--- src/rtl/sseg_square_monitor_if.sv ---
// Snooped display bus (an/sseg from the square driver) plus the monitor's status outputs.
interface sseg_square_monitor_if;
  logic [3:0] an;
  logic [7:0] sseg;
  logic       frame_valid;
  logic [2:0] pos;
  logic       pos_valid;
  logic [1:0] dir;
  logic       stalled;
  logic       err;
  logic [7:0] err_cnt;

  modport master (output an, sseg,
                  input  frame_valid, pos, pos_valid, dir, stalled, err, err_cnt);
  modport slave  (input  an, sseg,
                  output frame_valid, pos, pos_valid, dir, stalled, err, err_cnt);
endinterface

--- src/rtl/sseg_square_monitor.sv ---
// Rebuilds rotating-square frames from the multiplexed an/sseg bus and reports position/direction/stall/errors.
// Optional: define SSEG_MON_ERR_CNT_EN to enable the saturating err_cnt counter (otherwise err_cnt = 0).
module sseg_square_monitor #(
  parameter int STABLE_CYC   = 4,
  parameter int STALL_FRAMES = 16
) (
  input  logic                  clk,
  input  logic                  reset,
  sseg_square_monitor_if.slave  bus
);
  localparam logic [7:0] UP_SQ      = 8'h9C;
  localparam logic [7:0] LO_SQ      = 8'hA3;
  localparam logic [7:0] BLANK      = 8'hFF;
  localparam logic [7:0] STABLE_LIM = 8'(STABLE_CYC);
  localparam logic [7:0] STALL_LIM  = 8'(STALL_FRAMES);

  typedef enum logic [1:0] {S_SYNC, S_COLLECT, S_EVAL} state_e;

  state_e          state_q, state_d;
  logic [3:0][7:0] slot_q, slot_d;
  logic [3:0]      seen_q, seen_d;
  logic [3:0]      an_prev_q, an_prev_d;
  logic [7:0]      sseg_prev_q, sseg_prev_d;
  logic [7:0]      cnt_q, cnt_d;
  logic            captured_q, captured_d;
  logic [2:0]      pos_q, pos_d;
  logic            pos_valid_q, pos_valid_d;
  logic [1:0]      dir_q, dir_d;
  logic [7:0]      stall_cnt_q, stall_cnt_d;
  logic            stalled_q, stalled_d;
  logic            have_prev_q, have_prev_d;
  logic            frame_valid_q, frame_valid_d;
  logic            err_q, err_d;

  logic       onehot, same, cap;
  logic [1:0] cap_dig;
  logic [2:0] n_sq, new_pos, step;
  logic       all_ok, legal;

  // Stability filter: one capture per an value once it has held unchanged long enough
  always_comb begin
    onehot = 1'b1;
    cap_dig = 2'd0;
    case (bus.an)
      4'b1110: cap_dig = 2'd0;
      4'b1101: cap_dig = 2'd1;
      4'b1011: cap_dig = 2'd2;
      4'b0111: cap_dig = 2'd3;
      default: onehot = 1'b0;
    endcase
    same        = (bus.an == an_prev_q) && (bus.sseg == sseg_prev_q);
    an_prev_d   = bus.an;
    sseg_prev_d = bus.sseg;
    cnt_d       = 8'd0;
    if (onehot && same)
      cnt_d = (cnt_q == STABLE_LIM) ? cnt_q : cnt_q + 8'd1;
    cap        = (cnt_d == STABLE_LIM) && !captured_q;
    captured_d = (!onehot || bus.an != an_prev_q) ? 1'b0 : (captured_q | cap);
  end

  // Frame legality: exactly one square, everything else blank (a lit dp fails both compares)
  always_comb begin
    n_sq    = 3'd0;
    all_ok  = 1'b1;
    new_pos = 3'd0;
    for (int i = 0; i < 4; i++) begin
      if (slot_q[i] == UP_SQ) begin
        n_sq    = n_sq + 3'd1;
        new_pos = 3'(3 - i);
      end else if (slot_q[i] == LO_SQ) begin
        n_sq    = n_sq + 3'd1;
        new_pos = 3'(4 + i);
      end else if (slot_q[i] != BLANK) begin
        all_ok = 1'b0;
      end
    end
    legal = all_ok && (n_sq == 3'd1);
    step  = new_pos - pos_q;
  end

  always_comb begin
    state_d       = state_q;
    slot_d        = slot_q;
    seen_d        = seen_q;
    pos_d         = pos_q;
    pos_valid_d   = pos_valid_q;
    dir_d         = dir_q;
    stall_cnt_d   = stall_cnt_q;
    have_prev_d   = have_prev_q;
    frame_valid_d = 1'b0;
    err_d         = 1'b0;
    case (state_q)
      S_SYNC: begin
        // The resync digit 0 is itself the first slot of the new frame
        if (cap && cap_dig == 2'd0) begin
          slot_d[0] = bus.sseg;
          seen_d    = 4'b0001;
          state_d   = S_COLLECT;
        end
      end
      S_COLLECT: begin
        if (cap) begin
          if (cap_dig == 2'd0 && seen_q != 4'b0000) begin
            err_d   = 1'b1;
            seen_d  = 4'b0000;
            state_d = S_SYNC;
          end else begin
            slot_d[cap_dig] = bus.sseg;
            seen_d[cap_dig] = 1'b1;
            if (seen_d == 4'b1111) state_d = S_EVAL;
          end
        end
      end
      S_EVAL: begin
        frame_valid_d = 1'b1;
        seen_d        = 4'b0000;
        state_d       = S_COLLECT;
        pos_valid_d   = legal;
        if (!legal) begin
          err_d = 1'b1;
        end else begin
          pos_d       = new_pos;
          have_prev_d = 1'b1;
          if (!have_prev_q) begin
            stall_cnt_d = 8'd0;
          end else if (step == 3'd0) begin
            if (stall_cnt_q != STALL_LIM) stall_cnt_d = stall_cnt_q + 8'd1;
          end else begin
            stall_cnt_d = 8'd0;
            if (step == 3'd1)      dir_d = 2'b01;
            else if (step == 3'd7) dir_d = 2'b10;
            else begin
              dir_d = 2'b11;
              err_d = 1'b1;
            end
          end
        end
      end
      default: state_d = S_SYNC;
    endcase
    stalled_d = (stall_cnt_d == STALL_LIM);
  end

  always_ff @(posedge clk) begin
    if (reset) begin
      state_q       <= S_SYNC;
      slot_q        <= {4{BLANK}};
      seen_q        <= 4'b0000;
      an_prev_q     <= 4'hF;
      sseg_prev_q   <= BLANK;
      cnt_q         <= 8'd0;
      captured_q    <= 1'b0;
      pos_q         <= 3'd0;
      pos_valid_q   <= 1'b0;
      dir_q         <= 2'b00;
      stall_cnt_q   <= 8'd0;
      stalled_q     <= 1'b0;
      have_prev_q   <= 1'b0;
      frame_valid_q <= 1'b0;
      err_q         <= 1'b0;
    end else begin
      state_q       <= state_d;
      slot_q        <= slot_d;
      seen_q        <= seen_d;
      an_prev_q     <= an_prev_d;
      sseg_prev_q   <= sseg_prev_d;
      cnt_q         <= cnt_d;
      captured_q    <= captured_d;
      pos_q         <= pos_d;
      pos_valid_q   <= pos_valid_d;
      dir_q         <= dir_d;
      stall_cnt_q   <= stall_cnt_d;
      stalled_q     <= stalled_d;
      have_prev_q   <= have_prev_d;
      frame_valid_q <= frame_valid_d;
      err_q         <= err_d;
    end
  end

`ifdef SSEG_MON_ERR_CNT_EN
  logic [7:0] err_cnt_q, err_cnt_d;
  always_comb begin
    err_cnt_d = err_cnt_q;
    if (err_d && err_cnt_q != 8'hFF) err_cnt_d = err_cnt_q + 8'd1;
  end
  always_ff @(posedge clk) begin
    if (reset) err_cnt_q <= 8'd0;
    else       err_cnt_q <= err_cnt_d;
  end
  assign bus.err_cnt = err_cnt_q;
`else
  assign bus.err_cnt = 8'h00;
`endif

  assign bus.frame_valid = frame_valid_q;
  assign bus.pos         = pos_q;
  assign bus.pos_valid   = pos_valid_q;
  assign bus.dir         = dir_q;
  assign bus.stalled     = stalled_q;
  assign bus.err         = err_q;
endmodule

--- src/flat_wrapper.sv ---
// flat-port wrapper written by rule: the top's interface ports become plain ports
module sseg_square_monitor_flat 
#(
  parameter int STABLE_CYC   = 4,
  parameter int STALL_FRAMES = 16
)
  (clk, reset, bus_an, bus_sseg, bus_frame_valid, bus_pos, bus_pos_valid, bus_dir, bus_stalled, bus_err, bus_err_cnt);
  sseg_square_monitor_if bus_i ();
  input  logic clk;
  input  logic reset;
  input wire logic [$bits(bus_i.an)-1:0] bus_an;
  input wire logic [$bits(bus_i.sseg)-1:0] bus_sseg;
  output wire logic [$bits(bus_i.frame_valid)-1:0] bus_frame_valid;
  output wire logic [$bits(bus_i.pos)-1:0] bus_pos;
  output wire logic [$bits(bus_i.pos_valid)-1:0] bus_pos_valid;
  output wire logic [$bits(bus_i.dir)-1:0] bus_dir;
  output wire logic [$bits(bus_i.stalled)-1:0] bus_stalled;
  output wire logic [$bits(bus_i.err)-1:0] bus_err;
  output wire logic [$bits(bus_i.err_cnt)-1:0] bus_err_cnt;
  assign bus_i.an = bus_an;
  assign bus_i.sseg = bus_sseg;
  assign bus_frame_valid = bus_i.frame_valid;
  assign bus_pos = bus_i.pos;
  assign bus_pos_valid = bus_i.pos_valid;
  assign bus_dir = bus_i.dir;
  assign bus_stalled = bus_i.stalled;
  assign bus_err = bus_i.err;
  assign bus_err_cnt = bus_i.err_cnt;
  sseg_square_monitor #(.STABLE_CYC(STABLE_CYC), .STALL_FRAMES(STALL_FRAMES)) u_core (.clk(clk), .reset(reset), .bus(bus_i));
endmodule
--- config.mk ---
export PLATFORM = sky130hd
export DESIGN_NAME = sseg_square_monitor_flat
export DESIGN_NICKNAME = d
export VERILOG_FILES = /design/src/rtl/sseg_square_monitor_if.sv /design/src/rtl/sseg_square_monitor.sv /design/src/flat_wrapper.sv
export SDC_FILE = /design/constraint.sdc
export NUM_CORES = 1
export LEC_CHECK = 0
export ABC_AREA = 1
export BUFFER_PORTS_ARGS = -buffer_cell sky130_fd_sc_hd__buf_2
export CAP_MARGIN = 25
export CORE_AREA = 8 8 103 105
export CTS_BUF_LIST = sky130_fd_sc_hd__clkbuf_4
export DETAILED_ROUTE_END_ITERATION = 10
export DIE_AREA = 0 0 111 113
export PLACE_DENSITY = 0.64
export SYNTH_ARGS = -nofsm -noshare
export SYNTH_HDL_FRONTEND = slang
export SYNTH_SLANG_ARGS = --single-unit
--- constraint.sdc ---
create_clock -name clk -period 3.05 [get_ports clk]
set_clock_uncertainty 0.1 [all_clocks]
set_input_delay 0.305 -clock clk [delete_from_list [all_inputs] [get_ports clk]]
set_output_delay 0.305 -clock clk [all_outputs]
set_load 0.03 [all_outputs]
## Word-level counts from Yosys, hierarchy flattened

Cells that the tools add are included.
Widths: inputs -> output; s select.

| cells by class | value |
|---|---|
| order comparisons | 2 |
| bitwise operators | 4 |
| multiplexer cells | 66 |
| equal/unequal tests | 33 |
| reduce and logical (&&, ||, !) cells | 24 |
| $add $sub $neg | 6 |

Operator list:

| cell | number |
|---|---|
| $mux 8 | 11 |
| $eq 8x8->1 const B | 8 |
| $mux 3 | 15 |
| $bwmux 32 | 1 |
| $ne 8x8->1 const B | 4 |
| $mux 1 | 24 |
| $add 8x1->8 const B | 2 |
| $demux 8 s2 | 1 |
| $eq 4x4->1 const B | 4 |
| $eq 8x3->1 const B | 2 |
| $pmux 8 s2 | 1 |
| $mux 4 | 3 |
| $pmux 2 s3 | 2 |
| $pmux 4 s3 | 1 |
| $mux 2 | 5 |
| $add 3x1->3 const B | 3 |
| $reduce_and 3->1 | 3 |
| $eq 8x5->1 const B | 1 |
| $eq 8x8->1 | 1 |
| $ne 8x5->1 const B | 1 |
| $reduce_and 4->1 | 2 |
| $logic_and 1x1->1 | 7 |
| $eq 3x1->1 const B | 2 |
| $eq 4x3->1 const B | 1 |
| other kinds (26) | 30 |

| word-level totals | value |
|---|---|
| output and inout port bits | 17 |
| input bits | 14 |
| logic and storage cells | 153 |
| register bits | 77 |

## Depth between registers and ports, before layout

Gate-level depths: netlist (run 1).

| depth | value |
|---|---|
| word-level depth | 17 |
| mapped depth | 27 |
| mapped depth without buffers | 27 |

## Least setup slack after synthesis (run 1)

Ideal clock, no wire load.

| timing path | value |
|---|---|
| path type | register to register |
| start | reg u_core.slot_q[15] in the netlist's numbering |
| end | reg u_core.dir_q[0], in the netlist u_core.bus.dir[0] |
| buffers on the path | 0 |
| cell stages (with the launch flop) | 24 |
| data arrival time | 2.708 ns |
| setup slack | 0.126 ns |
| library setup time | 0.116 ns |
| period minus slack after synthesis | 2.924 ns |
| data required time | 2.834 ns |
| path through | dfxtp_1 -> inv_1 -> nor2_2 -> nand4_1 -> inv_1 -> ha_1 -> inv_1 -> nand2_1 -> nand2_1 -> inv_1 -> ha_1 -> inv_1 -> nand2_1 -> nand2_1 -> inv_1 -> ha_1 -> nor2_1 -> nand3_1 -> nand2_1 -> nand3_2 -> nor2_1 -> o21ai_0 -> o21ai_0 -> nor2_1 |

| on the way | value |
|---|---|
| word-level cells in the longest chain between the ends | 12 |
| elaborated cells between the ends (all ways) | 36 |
| classes of those cells | add/sub: 3; eq/ne: 6; mux: 23; bitwise: 1; reduce/logical: 3 |

RTL lines:

| what | line | RTL |
|---|---|---|
| start: declaration | sseg_square_monitor.sv:20 | `logic [3:0][7:0] slot_q, slot_d;` |
| start signal: assignment | sseg_square_monitor.sv:147 | `slot_q <= {4{BLANK}};` |
| start signal: assignment | sseg_square_monitor.sv:163 | `slot_q <= slot_d;` |
| $eq 8x8->1 or $ne 8x8->1 (tied branches) | sseg_square_monitor.sv:70, sseg_square_monitor.sv:73 |  |
| $mux 3 or $mux 1 (tied branches) | sseg_square_monitor.sv:70, sseg_square_monitor.sv:73 |  |
| $mux 3 or $mux 1 (tied branches) | sseg_square_monitor.sv:67, sseg_square_monitor.sv:70 |  |
| $add 3x1->3 or $mux 1 (tied branches) | sseg_square_monitor.sv:68, sseg_square_monitor.sv:71, sseg_square_monitor.sv:67 |  |
| $mux 3 or $mux 1 (tied branches) | sseg_square_monitor.sv:70, sseg_square_monitor.sv:73 |  |
| $mux 3 or $mux 1 (tied branches) | sseg_square_monitor.sv:67, sseg_square_monitor.sv:70 |  |
| $add 3x1->3 or $mux 1 (tied branches) | sseg_square_monitor.sv:68, sseg_square_monitor.sv:71, sseg_square_monitor.sv:67 |  |
| $mux 3 or $mux 1 (tied branches) | sseg_square_monitor.sv:70, sseg_square_monitor.sv:73 |  |
| $mux 3 or $mux 1 (tied branches) | sseg_square_monitor.sv:67, sseg_square_monitor.sv:70 |  |
| $eq 3x1->1 or $mux 1 (tied branches) | sseg_square_monitor.sv:77, sseg_square_monitor.sv:67 |  |
| $logic_and 1x1->1 | sseg_square_monitor.sv:77 | `legal = all_ok && (n_sq == 3'd1);` |
| $reduce_and 4->1 (no line) | n/a |  |
| end signal: assignment | sseg_square_monitor.sv:171 | `dir_q <= dir_d;` |
| end: declaration | sseg_square_monitor.sv:28 | `logic [1:0] dir_q, dir_d;` |

Parallel ways exist; a longest one is shown, timed or not.
A chain may end at the register's enable or synchronous reset.

## Worst setup path in the final report (run 1)

| timing path | value |
|---|---|
| start | reg u_core.slot_q[6] in the netlist's numbering |
| end | reg u_core.stalled_q, in the netlist u_core.bus.stalled |

| on the way | value |
|---|---|
| word-level cells in the longest chain between the ends | 17 |
| elaborated cells between the ends (all ways) | 43 |
| classes of those cells | add/sub: 4; eq/ne: 5; mux: 32; reduce/logical: 2 |

RTL lines:

| what | line | RTL |
|---|---|---|
| $eq 8x8->1 or $ne 8x8->1 (tied branches) | sseg_square_monitor.sv:70, sseg_square_monitor.sv:73 |  |
| $mux 1, on equally long branches | sseg_square_monitor.sv:70, sseg_square_monitor.sv:73 |  |
| $mux 3 or $mux 1 (tied branches) | sseg_square_monitor.sv:67, sseg_square_monitor.sv:70 |  |
| $add 3x1->3 or $mux 1 (tied branches) | sseg_square_monitor.sv:68, sseg_square_monitor.sv:71, sseg_square_monitor.sv:67 |  |
| $mux 3 or $mux 1 (tied branches) | sseg_square_monitor.sv:70, sseg_square_monitor.sv:73 |  |
| $mux 3 or $mux 1 (tied branches) | sseg_square_monitor.sv:67, sseg_square_monitor.sv:70 |  |
| $add 3x1->3 or $mux 1 (tied branches) | sseg_square_monitor.sv:68, sseg_square_monitor.sv:71, sseg_square_monitor.sv:67 |  |
| $mux 3 or $mux 1 (tied branches) | sseg_square_monitor.sv:70, sseg_square_monitor.sv:73 |  |
| $mux 3 or $mux 1 (tied branches) | sseg_square_monitor.sv:67, sseg_square_monitor.sv:70 |  |
| $add 3x1->3 or $mux 1 (tied branches) | sseg_square_monitor.sv:68, sseg_square_monitor.sv:71, sseg_square_monitor.sv:67 |  |
| $mux 3 or $mux 1 (tied branches) | sseg_square_monitor.sv:70, sseg_square_monitor.sv:73 |  |
| $mux 3 or $mux 1 (tied branches) | sseg_square_monitor.sv:67, sseg_square_monitor.sv:70 |  |
| $eq 3x1->1 or $mux 1 (tied branches) | sseg_square_monitor.sv:77, sseg_square_monitor.sv:67 |  |
| $logic_and 1x1->1 | sseg_square_monitor.sv:77 |  |
| $mux 8 * | sseg_square_monitor.sv:119 | `if (!legal) begin` |
| $mux 8 * | sseg_square_monitor.sv:92 | `case (state_q)` |
| $eq 8x5->1 * | sseg_square_monitor.sv:141 | `stalled_d = (stall_cnt_d == STALL_LIM);` |
| end signal: assignment | sseg_square_monitor.sv:173 | `stalled_q <= stalled_d;` |
| end: declaration | sseg_square_monitor.sv:30 | `logic stalled_q, stalled_d;` |

Every way passes the cells marked *; elsewhere a longest branch is shown, timed or not.

==> reports/summary.log, run 1 <==
[sta] slack of the critical path 7.69 ps
[power] Pwr Density 524 nW/µm²
[placement] count of input and output buffers 22
[yosys] Yosys top cell area share 37.0%
[placement] RePlAce Congestion 0.802
[routing] post-route ant nets 0
[sta] worst rel slew slack 42.1%
[yosys] most used flip-flop cell after synthesis dfxtp_1
[yosys] gate count of the mapped netlist 583
[clock_network] deepest clock path buffer count 2
[clock_network] CTS H-tree depth 3
[yosys] distinct cell type count after synthesis 39
[sta] post-route fraction of the period consumed by the critical path 99.7%
[sta] Worst Tran Pin Value 869 ps
[placement] worst slack after detailed placement -164 ps
[floorplan] number of core rows 35
[final_layout] Antenna Diode Count 0
[routing] wirelength, routed 9760 µm
[yosys] post-synthesis average cell area 7.14 µm²
[floorplan] number of primary I/O pins 31
[final_layout] count of nets after finishing 672
[yosys] total number of yosys warnings 0
[sta] unrepaired setup endpoints after global routing true
[hold_path] hold crit path type input pin to register
[sta] Max Slew Vio Count 0
[clock_network] root buffer selected by CTS clkbuf_4
[yosys] Area contributors post-synth dfxtp_1 (37%), nand2_1 (14%), inv_1 (7.3%)
[worst_setup_path] Startpoint Class register
[worst_setup_path] kind of capture point of the worst setup path register
[placement] DP Wirelength 6720 µm
[worst_setup_path] Worst Path Required 3280 ps
[routing] First-pass DRT Iterations 4
[power] total power draw 2.63 mW
[clock_network] clock buffers created by TritonCTS 9
[routing] DRC violations left 0
[global_routing] largest net degree at the start of global routing 51
[final_layout] fraction of layout cells with a size suffix above 1 24.6%
[clock_network] number of clock sinks seen by CTS 77
[yosys] most common library cells after synthesis nand2_1 (155), inv_1 (81), dfxtp_1 (77), nor2_1 (54), o211ai_1 (33)
[routing] via/cell ratio 5.03
[yosys] cell area after synthesis 4160 µm²
[yosys] cell type with the largest total area after synthesis dfxtp_1
[floorplan] floorplan die area 12500 µm²
[sta] setup violators final 0
[yosys] most frequently used cell type in the post-synthesis netlist nand2_1
[global_routing] vias in the first global route 3747
[power] Max rail drop VDD 0.232 mV
[sta] Hold Fails Final Rpt 0
[global_routing] number of antenna violations at the first check in global routing 0
[yosys] share of synthesized flip-flops with an asynchronous set or reset 0%
[routing] number of vias after detailed routing 3825
[floorplan] die outline height 113 µm
[floorplan] initial core utilization 46.4%
[clock_network] post-CTS clock slew at the launch and capture registers of the worst setup and hold paths 130 ps
[clock_network] CTS tree yes
[worst_setup_path] critical-path maximum fanout 6
[global_routing] total routing resource utilization after global routing 15.3%
[placement] cell count after placement 725
[yosys] number of flops mapped to enable cells by yosys 0
[clock_network] clock latency of the later-clocked register in the worst-skew pair 420 ps
[power] leakage 2.48 nW
[global_routing] wire length of the first global-routing pass 16400 µm
[worst_setup_path] type of the worst setup path register to register
[outcome] result of the run completed
[global_routing] GRT Residual Overflow 0
[sta] Achievable Freq 0.329 GHz
[worst_setup_path] data arrival at the endpoint of the critical path 3280 ps
[yosys] post-synthesis register bit count 77
[final_layout] Post-Layout Cell Count 761
[sta] shortest clock period the worst path allows after layout 3040 ps
[job] maximum capacitance violations 0
[final_layout] area grow syn2layout 20.3%
[routing] Wirelength per Cell 12.8 µm
[floorplan] Die X 111 µm
[yosys] sequential element share of the synthesized area 37.0%
[clock_network] number of buffers added to fix hold violations after cts 0
[floorplan] area of the placeable core 8980 µm²
[routing] detailed router's first-iteration violation count 148
[worst paths after layout]
kind                                       endpoint  depth (start not counted)                              start  slack, ps
hold / removal       u_core.an_prev_q[0]$_SDFF_PP1_                          3                          bus_an[0]         30
hold reg to reg   u_core.bus.pos_valid$_SDFFE_PP0P_                          2  u_core.bus.pos_valid$_SDFFE_PP0P_        380
setup / recovery      u_core.bus.stalled$_SDFF_PP0_                         25      u_core.slot_q[6]$_SDFFE_PP1P_          8
setup reg to reg      u_core.bus.stalled$_SDFF_PP0_                         25      u_core.slot_q[6]$_SDFFE_PP1P_          8
[worst max-delay path, stage by stage, from the launching register on]
cell,delay (ps)
dfxtp_2,340
inv_1,40
nand2_1,90
nor2_1,50
nand2_1,90
nand2_2,90
ha_4,270
inv_2,30
nand2_2,60
nand2_2,50
buf_4,130
buf_4,120
buf_4,130
nand2_4,70
nand2_4,60
ha_4,220
nor2_4,80
nand3_2,70
nand2_2,90
nand4_1,170
nor2_4,250
nand2_2,100
nand2_2,90
nor2_2,40
nand3_1,60
nor2_1,50
[metrics by stage]
| stage | util (%) | hold WS [ps] | area (µm²) | TNS, ps |
|---|---|---|---|---|
| after global placement | 49.9 | 353 | 4480 | -122 |
| after global routing | 55.8 | 23.8 | 5010 | -1480 |
| after CTS | 54.4 | 4.73 | 4880 | 0 |
| after detailed placement | 49.9 | 370 | 4480 | -623 |
| after floorplan | - | 302 | 4190 | 0 |
| final | 55.8 | 27.6 | 5010 | 0 |
[report_power, final]
group          total, mW  internal [mW]  switching, mW
registers           1.16           1.10         0.0588
clock network      0.700          0.329          0.371
logic              0.765          0.282          0.483
total               2.63           1.71          0.913
[cell type report]
class | count | area (µm²)
repair buffers | 65 | 460
clock buffers | 9 | 67.6
flip-flops and latches | 77 | 1560
fillers | 866 | 3970
clock inverters | 7 | 88.8
multi-input cells | 410 | 2390
well taps | 111 | 139
inverters | 82 | 308
[cells by family (layout without fill, tap and decap cells)]
family                   count (synthesis)  in the layout  synth area share (%)
buffers and inverters                  103            163                  10.8
AO/OA/AOI/OAI                           77             77                  11.9
flip-flops                              77             77                  37.0
other                                    1              8                0.0901
XOR/XNOR                                24             24                  5.05
adder cells (fa/ha/maj)                 13             13                  4.09
AND/OR/NAND/NOR                        288            288                  31.1
[cells in the final DEF, fill, tap and decap left out, types with 6 or more instances in the layout]
cell	synthesis	routed
dfxtp_1	77	65
nor2_2	5	9
nor3_1	8	8
o211ai_1	33	33
nand4_1	14	14
nand2_1	155	136
inv_2	1	9
nor4_1	7	7
buf_2	1	22
inv_1	81	73
a21oi_1	27	23
xnor2_1	14	14
dfxtp_2	0	12
clkbuf_4	0	9
ha_1	12	9
nand3_1	27	23
xor2_1	10	10
nand2_2	5	21
o21ai_0	11	9
nand3_2	2	6
nor2_1	54	46
buf_4	8	38
conb_1	1	8
[sequential cells by signal, summed over array words and instances, names as in the netlist, named ones only]
| name | cells |
|---|---|
| u_core.bus.stalled | 1 |
| u_core.bus.frame_valid | 1 |
| u_core.slot_q | 32 |
| u_core.cnt_q | 8 |
| u_core.an_prev_q | 4 |
| u_core.sseg_prev_q | 8 |
| u_core.bus.pos_valid | 1 |
| u_core.captured_q | 1 |
| u_core.bus.dir | 2 |
| u_core.stall_cnt_q | 8 |
| u_core.bus.pos | 3 |
| u_core.bus.err | 1 |
| u_core.have_prev_q | 1 |
| u_core.state_q | 2 |
| u_core.seen_q | 3 |
[what timing repair did]
action,CTS,global route
gates resized for setup,38,39
setup buffers,17,2
pin swaps,22,11
cloned,0,1
endpoints found under the setup margin,11,16
[per-layer routing]
layer	track usage, %	vias to the layer above	wire, µm
met5	0	-	0
met1	18.0	1770	4500
met4	6.58	0	134
li1	-	1995	-
met2	27.1	49	4840
met3	2.38	11	288
No activity file was read; power rests on OpenSTA's default activity.
==> inputs of run 2 (changes only) <==
PLACE_DENSITY = not set   (was 0.64)
PLACE_DENSITY_LB_ADDON = 0.05   (was not set)
==> run 2 against run 1 <==
Net effect:
- flip-flop and latch count unchanged
- die area is the same
- non-clock buffer count shrank 10
- count of clock-buffer cells in the layout increased by 1
- sequential power about the same
- via count shrank 2.6%
- clock power up 14%
- wire length shrank 6.4%
- global-route usage decreased by 0.57 points
- first-iteration DRC count shrank 24%
- maximum frequency decreased by 0.14%
- final area is 1.7% lower
- critical endpoint unchanged
- highest routed layer unchanged
==> reports/summary.log, run 2 (synthesized netlist as in run 1, its figures left out) <==
[outcome] result of the run completed
[global_routing] wire length of the first global-routing pass 15600 µm
[floorplan] area of the placeable core 8980 µm²
[final_layout] Largest register FFs 32
[global_routing] most used routing layer in global routing met2
[floorplan] number of primary I/O pins 31
[worst_setup_path] data arrival at the endpoint of the critical path 3270 ps
[routing] detailed router's first-iteration violation count 113
[sta] final sum of negative setup slack 0 ps
[worst_setup_path] Reg2Reg Depth 26
[routing] First-pass DRT Iterations 4
[routing] DRC violations left 0
[worst_setup_path] Startpoint Class register
[final_layout] count of nets after finishing 662
[power] Pwr Density 554 nW/µm²
[hold_path] hold crit path type input pin to register
[clock_network] CTS H-tree depth 3
[final_layout] highest-count cells in the layout ignoring fill and taps nand2_1 (139), inv_1 (74), dfxtp_1 (65), nor2_1 (44), o211ai_1 (33)
[sta] Achievable Freq 0.328 GHz
[hold_path] launch instance of the worst min-delay path bus_an[0]
[routing] via/cell ratio 4.96
[floorplan] initial core utilization 46.4%
[routing] number of vias after detailed routing 3725
[floorplan] die outline height 113 µm
[final_layout] Antenna Diode Count 0
[worst_setup_path] dominant delay contributor by cell family on the critical path simple AND/OR/NAND/NOR gates
[clock_network] clock buffers created by TritonCTS 9
[final_layout] Post-Layout Cell Count 751
[worst_setup_path] kind of capture point of the worst setup path register
[placement] cell count after placement 731
[worst_setup_path] Worst path max stage delay 360 ps
[clock_network] root buffer selected by CTS clkbuf_4
[placement] DP Wirelength 6840 µm
[global_routing] vias in the first global route 3564
[global_routing] GRT Residual Overflow 0
[global_routing] largest net degree at the start of global routing 51
[final_layout] commonest non-fill, non-tap cell in the layout nand2_1
[worst_setup_path] Worst R2R End u_core.bus.stalled$_SDFF_PP0_
[sta] Worst Tran Pin Value 869 ps
[routing] wirelength, routed 9140 µm
[sta] shortest clock period the worst path allows after layout 3050 ps
[worst_setup_path] crit-path most repeated cell nand2_2
[routing] post-route ant nets 0
[clock_network] post-CTS clock slew at the launch and capture registers of the worst setup and hold paths 140 ps
[global_routing] number of antenna violations at the first check in global routing 0
[floorplan] Die X 111 µm
[hold_path] Min-Delay Path Depth 3
[sta] worst rel slew slack 42.0%
[job] maximum capacitance violations 0
[final_layout] fraction of layout cells with a size suffix above 1 23.0%
[placement] RePlAce Congestion 0.802
[worst_setup_path] cell with the largest stage delay on the worst path dfxtp_2
[global_routing] GR Layer Usage met2 26.0%
[worst_setup_path] origin of the critical flop-to-flop path u_core.slot_q[4]$_SDFFE_PP1P_
[sta] unrepaired setup endpoints after global routing true
[clock_network] CTS tree yes
[hold_path] Hold Path Sink u_core.an_prev_q[0]$_SDFF_PP1_
[clock_network] number of clock sinks seen by CTS 77
[sta] setup violators final 0
[worst_setup_path] critical-path maximum fanout 6
[final_layout] area grow syn2layout 18.2%
[worst_setup_path] type of the worst setup path register to register
[final_layout] top register by number of flip-flops u_core.slot_q
[global_routing] Global Route met1 Usage 17.0%
[worst_setup_path] Worst Path Required 3270 ps
[global_routing] total routing resource utilization after global routing 14.8%
[placement] count of input and output buffers 22
[sta] Hold Fails Final Rpt 0
[sta] post-route fraction of the period consumed by the critical path 99.9%
[floorplan] number of core rows 35
[sta] Max Slew Vio Count 0
[clock_network] deepest clock path buffer count 2
[floorplan] floorplan die area 12500 µm²
[worst_setup_path] buffers plus inverters on the worst setup path 5
[global_routing] met3 usage in global routing 2.70%
[worst_setup_path] setup slack on the worst flop-to-flop path 4 ps
[routing] Wirelength per Cell 12.2 µm
[power] Max rail drop VDD 0.283 mV
[clock_network] clock latency of the later-clocked register in the worst-skew pair 430 ps
[power] leakage 2.42 nW
-- run 2: cell count changes in the layout (fill, tap and decap cells not counted), sizes merged --
cell and change:
buf -11, bufinv +1, clkbuf +1, clkinv -1
dlygate4sd3 +1, inv -1
-- run 2: layout make-up --
| type | instances | area (µm²) |
|---|---|---|
| multi-input cells | 410 | 2370 |
| clock buffers | 10 | 75.1 |
| flip-flops and latches | 77 | 1560 |
| repair buffers | 55 | 364 |
| well taps | 111 | 139 |
| inverters | 82 | 308 |
| fillers | 902 | 4060 |
| clock inverters | 6 | 111 |
-- run 2: power breakdown --
group | total, mW | switching, mW | leakage, nW | internal [mW]
logic | 0.761 | 0.486 | 1.70 | 0.275
clock network | 0.800 | 0.375 | 0.0966 | 0.424
registers | 1.16 | 0.0626 | 0.621 | 1.10
total | 2.72 | 0.924 | 2.42 | 1.80
-- run 2: how the worst max path moves through the flow --
stage                                               from                             end  slack [ps]  cells after the start
after CTS                  u_core.slot_q[3]$_SDFFE_PP1P_   u_core.bus.stalled$_SDFF_PP0_        -150                     26
after global placement     u_core.slot_q[4]$_SDFFE_PP1P_   u_core.bus.stalled$_SDFF_PP0_        -110                     26
final                      u_core.slot_q[4]$_SDFFE_PP1P_   u_core.bus.stalled$_SDFF_PP0_           4                     26
after global routing       u_core.slot_q[6]$_SDFFE_PP1P_   u_core.bus.stalled$_SDFF_PP0_        -280                     25
after floorplan           u_core.slot_q[15]$_SDFFE_PP1P_  u_core.bus.dir[0]$_SDFFE_PP0P_         130                     23
after detailed placement  u_core.slot_q[13]$_SDFFE_PP1P_   u_core.bus.stalled$_SDFF_PP0_        -200                     24
-- run 2: worst reg2reg max path, delay by kind of cell, from the launching register on --
family | cells | cell delay, ps
and+or+nand+nor | 18 | 1580
adders and majority gates | 3 | 660
DFF | 1 | 360
buffers and inverters | 5 | 230
-- run 2: timing repair --
item,CTS,global route
hold buffers,1,0
cloned,0,0
pin swaps,11,24
resized for setup,19,48
setup endpoints to repair,12,17
hold endpoints to repair,1,0
buffers inserted,3,0
-- run 2: metal layers --
layer | vias to the layer above | wire length [µm]
li1 | 1973 | -
met1 | 1694 | 4260
met2 | 45 | 4450
met3 | 13 | 260
met4 | 0 | 161
met5 | - | 0
-- run 2: per-stage QoR --
| stage | hold WS (ps) | setup WS (ps) | util [%] | cell area, µm² | total power [mW] |
|---|---|---|---|---|---|
| after floorplan | 302 | 126 | - | 4190 | 1.72 |
| after global placement | 359 | -115 | 50.3 | 4520 | 1.87 |
| after detailed placement | 369 | -203 | 50.3 | 4520 | 1.88 |
| after CTS | 0.00444 | -148 | 53.3 | 4780 | 2.70 |
| after global routing | 18.2 | -281 | 54.8 | 4920 | 2.89 |
| final | 21.0 | 3.53 | 54.8 | 4920 | 2.72 |
